[config.mk]
export PLATFORM = sky130hd
export DESIGN_NAME = mem_stack_unit
export DESIGN_NICKNAME = d
export VERILOG_FILES = /design/src/rtl/mem_stack_unit.sv
export SDC_FILE = /design/constraint.sdc
export NUM_CORES = 2
export LEC_CHECK = 0
export BUFFER_PORTS_ARGS = -buffer_cell sky130_fd_sc_hd__buf_2
export CAP_MARGIN = 25
export CORE_MARGIN = 2
export CORE_UTILIZATION = 35
export CTS_CLUSTER_SIZE = 30
export DETAILED_ROUTE_END_ITERATION = 12
export PLACE_DENSITY = 0.6
export SYNTH_ARGS = -nofsm -noshare
export SYNTH_HDL_FRONTEND = slang
export SYNTH_SLANG_ARGS = --single-unit
export TNS_END_PERCENT = 30
[constraint.sdc]
create_clock -name CLK -period 41.9 [get_ports CLK]
set_input_delay 4.19 -clock CLK [delete_from_list [all_inputs] [get_ports CLK]]
set_output_delay 4.19 -clock CLK [all_outputs]
set_load 0.02 [all_outputs]
[src/rtl/mem_stack_unit.sv]
// Memory-side responder for the accumulator CPU sequencer: RAM, stack pointer, address and write-data muxing.
// Optional stack overflow/underflow guard enabled by defining MEM_STACK_GUARD_EN.
module mem_stack_unit #(
  parameter int                ADDR_W      = 8,
  parameter logic [ADDR_W-1:0] SP_RESET    = 8'hFF,
  parameter logic [ADDR_W-1:0] STACK_LIMIT = 8'hC0
) (
  input  logic              CLK,
  input  logic              RESET,
  input  logic              FETCH,
  input  logic              STORE_MEM,
  input  logic              SP_ADDR,
  input  logic              LOAD_SP,
  input  logic              SP_INC,
  input  logic              SP_DEC,
  input  logic              MEM_IN_SRC,
  input  logic [ADDR_W-1:0] PC_in,
  input  logic [ADDR_W-1:0] IRL_in,
  input  logic [ADDR_W-1:0] AC_in,
  input  logic              PROG_WE,
  input  logic [ADDR_W-1:0] PROG_ADDR,
  input  logic [ADDR_W-1:0] PROG_DATA,
  output logic [ADDR_W-1:0] RAM_out,
  output logic [ADDR_W-1:0] SP,
  output logic              STK_OVF,
  output logic              STK_UNF
);

  localparam int                DEPTH = 2 ** ADDR_W;
  localparam logic [ADDR_W-1:0] ONE   = 1;

  logic [ADDR_W-1:0] mem [DEPTH];
  logic [ADDR_W-1:0] sp_r, sp_next;
  logic [ADDR_W-1:0] addr, wdata;
  logic              dec_go, inc_go, sp_both;
  logic              ovf_hit, unf_hit, we;

  // NOTE: every always_comb output gets a default first so no path can infer a latch.
  always_comb begin
    addr    = IRL_in;
    wdata   = MEM_IN_SRC ? PC_in : AC_in;
    sp_both = SP_INC & SP_DEC & ~LOAD_SP;
    dec_go  = SP_DEC & ~SP_INC & ~LOAD_SP;
    inc_go  = SP_INC & ~SP_DEC & ~LOAD_SP;
    ovf_hit = 1'b0;
    unf_hit = 1'b0;
    sp_next = sp_r;

    if (SP_ADDR && SP_DEC) addr = sp_r - ONE;
    else if (SP_ADDR)      addr = sp_r;
    else if (FETCH)        addr = PC_in;

`ifdef MEM_STACK_GUARD_EN
    ovf_hit = dec_go && (sp_r == STACK_LIMIT);
    unf_hit = inc_go && (sp_r == SP_RESET);
`endif

    // Conflicting INC+DEC freezes the stack: no pointer move and no write.
    we = ~RESET & STORE_MEM & ~sp_both & ~ovf_hit;

    if (LOAD_SP)                 sp_next = IRL_in;
    else if (dec_go && !ovf_hit) sp_next = sp_r - ONE;
    else if (inc_go && !unf_hit) sp_next = sp_r + ONE;
  end

  // NOTE: the RAM array has no reset; contents survive RESET and only the loader touches them then.
  always_ff @(posedge CLK) begin
    if (RESET) begin
      if (PROG_WE) mem[PROG_ADDR] <= PROG_DATA;
    end else if (we) begin
      mem[addr] <= wdata;
    end
  end

  // NOTE: non-blocking assignment makes the read return the pre-write contents on a write cycle.
  always_ff @(posedge CLK) begin
    if (RESET) RAM_out <= '0;
    else       RAM_out <= mem[addr];
  end

  always_ff @(posedge CLK) begin
    if (RESET) sp_r <= SP_RESET;
    else       sp_r <= sp_next;
  end

  assign SP = sp_r;

`ifdef MEM_STACK_GUARD_EN
  logic ovf_r, unf_r;

  always_ff @(posedge CLK) begin
    if (RESET) begin
      ovf_r <= 1'b0;
      unf_r <= 1'b0;
    end else begin
      ovf_r <= ovf_r | ovf_hit;
      unf_r <= unf_r | unf_hit;
    end
  end

  assign STK_OVF = ovf_r;
  assign STK_UNF = unf_r;
`else
  assign STK_OVF = 1'b0;
  assign STK_UNF = 1'b0;
`endif

endmodule

==> impl_metrics.yaml <==
synthesis:
  synthArstFlopShare_pct: 0
  synth_top_family_by_area: "multiplexers"
  avgSynthCellArea_um2: 17.46
  synth_compound_area_share_pct: 5.047
  synthCells: 4688
  syn-cell-area_um2: 81830
  synth-simple-area-share_pct: 6.682
  synth-edff-count: 2048
  synth_xor_xnor_area_share_pct: 0.1590
  yosys_warnings: 0
  yosys.area_share.adder_pct: 0.03058
  muxShareOfSynthArea_pct: 10.47
  ys_ff_latch: 2064
  ys.flop_type: "edfxtp_1"
  synth_cell_type_count: 87
  seq_area_frac_synth_pct: 75.55
floorplanning:
  rows: 177
  initial_core_util_pct: 35.19
  pin_count: 68
  die_x_um: 487.5
  dieHeight_um: 487.5
  dieArea_um2: 237700
  coreArea_um2: 232500
sta:
  fin_tns_setup_ns: 0
  fin_ws_ns: 33.25
  hold_viol_final: 0
  finalCriticalPeriod_ns: 8.655
  clock.fmax_ghz: 0.1155
  finalSetupViolations: 0
  tightest_slew_ns: 1.128
  fin_crit_sh_pct: 20.66
  skew_ns: 0.04001
  rsz0062_at_grt: "false"
  slew_viol_final: 0
  slew_headroom_pct: 24.47
detailed_routing:
  drc_errors: 0
  avgRoutedWirePerCell_um: 27.36
  firstDrtPassIters: 5
  ant_nets: 0
  routed_wl_um: 217400
  viasPerCell: 5.614
  drtIter0Drc: 4931
  dr_total_vias: 44590
cts:
  cts_setup_buffers: 0
  cts_tree: "yes"
  clock_latency_ns: 0.85
  clock_path_buffers: 3
  clk_pin_slew_ns: 0.06
  clock-sinks: 2064
  cts_buffers: 194
  cts.repair.resized: 0
  cts-hold-fix-buffers: 0
  h-tree-depth: 4
  clock-root-buffer: "clkbuf_16"
placement:
  dpl.hpwl_um: 128200
  dp_cells: 7578
  port_buffers: 65
  place_congestion: 0.8442
  pre_cts_ws_ns: 32.31
  placed_area_um2: 85570
worst_setup_path:
  rr_worst_depth: 11
  slowest_stage: "buf_4"
  crit_path_max_fanout: 71
  regToRegStartpoint: "SP[1]"
  crit_chain: "buf_2, nand3_4, nand2_4, buf_4, nand2b_1, o2bb2ai_1, nand2_1, buf_4, nor2_1"
  max_stage_delay_ns: 0.82
  worstPathRequired_ns: 42.36
  cp_data_arrival_time_ns: 9.12
  worst_path_most_repeated_cell: "buf_4"
  cp-end-kind: "flop"
  rrSetupSlack_ns: 36.02
  path_class: "input port to flop"
  start_kind: "input port"
  r2r_end: "mem[228][3]"
power_and_ir_drop:
  p_sw_w: 0.001070
  power_density_nw_per_um2: 48.51
  internal_power_w: 0.003383
  vdd_ir_drop_max_mv: 0.03667
  p_seq_share_pct: 51.8
  leakage_nw: 28.25
  pwr-share-comb_pct: 9.7
  p_total_w: 0.004453
  swShare_pct: 24.03
  clkPwrFrac_pct: 38.4
hold_path:
  holdPathEnd: "SP[7]"
  min_path_cells: 3
  worstHoldStart: "SP[7]"
  hold_class: "flop to flop"
global_routing:
  grt_overflow_total: 0
  grt_pass1_vias: 44160
  grt_max_degree: 188
  grtUsageTotal_pct: 18.06
  grt_pass1_wl_um: 315100
  grt_antenna_before_repair: 7
flow_run:
  maxCapViolCount: 0
cells_and_area:
  final_nets: 4789
  n_fill_cell: 20790
  layout-drive-gt1-share_pct: 18.35
  areaGrowthSynthToFinish_pct: 12.16
  design_area_um2: 91780
  stdcell_count: 7944
outcome:
  outcome: "finished clean"
==> state kept, by name (all words and copies together) (netlist names) <==
| register | cells |
|---|---|
| mem | 2048 |
| SP | 8 |
| RAM_out | 8 |
==> area by class of cell <==
type,count,area [um^2],share of cell area [%]
Multi-Input combinational cell,2290,18550,20.21
Tap cell,3043,3807,4.148
Clock inverter,101,815.8,0.8888
Timing Repair Buffer,179,1474,1.606
Sequential cell,2064,61820,67.35
Antenna cell,6,15.01,0.01636
Clock buffer,253,5275,5.747
Inverter,8,30.03,0.03272
==> worst max-delay path, delay by kind of cell <==
| family | cells | cell delay (ns) |
|---|---|---|
| compound gates | 1 | 0.36 |
| buf+inv | 3 | 1.75 |
| simple gates | 5 | 2.73 |
==> metrics by stage <==
stage                     util (%)  hold slack (ns)
after global placement       36.66           0.6965
after global routing         39.47           0.7765
after CTS                    39.42           0.7175
final                        39.47           0.7080
after detailed placement     36.80           0.7029
after floorplan                  -           0.6827
==> per-layer routing <==
layer	track usage, %	share of wire, %	vias up
met5	0.3266	0.047	-
met4	7.341	4.0	2
met3	3.007	7.4	354
met2	29.29	48	1963
met1	24.14	40	23380
li1	-	-	18900
==> cells in the mapped netlist, drive strengths merged (19+ instances only) <==
cell | number | area, um^2
mux2i | 52 | 524.3
nor2 | 297 | 1122
clkbuf | 152 | 573.1
a32oi | 43 | 376.6
o211ai | 113 | 848.3
nand2 | 385 | 1445
a21oi | 59 | 299.0
mux4 | 300 | 6771
o21ai | 130 | 661.9
buf | 175 | 1082
edfxtp | 2048 | 61500
a31oi | 19 | 125.1
nand3 | 443 | 2222
a41oi | 32 | 287.8
a22oi | 105 | 788.3
mux2 | 113 | 1272
==> logic make-up (layout without fill, tap and decap cells) <==
family	Yosys count	in the layout
and+or+nand+nor	1221	1221
adders and majority gates	2	2
other	1	8
muxes	465	465
DFF	2064	2064
AOI/OAI and AO/OA	586	586
xor gates and xnor gates	14	14
buffers and inverters	335	541
==> worst max path at each step <==
stage	startpoint	to	slack (ns)	cells past startpoint
final	SP_ADDR	mem[228][3]	33.25	9
after global routing	SP_ADDR	mem[228][3]	32.95	9
after CTS	SP_ADDR	RAM_out[3]	33.22	12
after detailed placement	SP_ADDR	RAM_out[3]	32.31	12
after global placement	SP_ADDR	RAM_out[3]	32.21	12
after floorplan	LOAD_SP	mem[0][5]	24.46	7
==> cells in the final DEF, fill, tap and decap left out, types with 7 or more instances in the layout <==
cell type	synthesis	layout
edfxtp_1	2048	2048
nand3_1	442	441
nand2_1	385	375
mux4_2	296	296
nor2_1	296	295
clkbuf_16	0	201
o21ai_0	129	121
mux2_2	113	113
o211ai_1	113	113
a22oi_1	105	105
buf_4	37	92
buf_2	105	66
a21oi_1	58	57
mux2i_1	51	51
clkinv_1	0	49
clkbuf_1	150	47
a32oi_1	43	43
a41oi_1	31	31
clkinv_2	0	26
a31oi_1	18	18
nand4_1	18	18
a22o_1	18	18
dfxtp_1	16	16
nor4_1	14	13
bufinv_16	0	10
o21ai_4	1	9
xnor2_1	9	9
buf_16	0	9
inv_1	8	8
a211oi_1	8	8
nand2_2	0	8
and3_1	9	8
buf_12	1	8
nand2b_1	7	7
a211o_1	7	7
==> power groups by stage <==
| stage | sequential, W | combinational, W | clock [W] |
|---|---|---|---|
| floorplan | 0.00239 | 0.000270 | 0 |
| detailed placement | 0.00235 | 0.000432 | 0 |
| global placement | 0.00235 | 0.000424 | 0 |
| CTS | 0.00231 | 0.000433 | 0.00173 |
| global route | 0.00231 | 0.000460 | 0.00181 |
| finish | 0.00231 | 0.000434 | 0.00171 |
(Power assumes the default switching activity.)
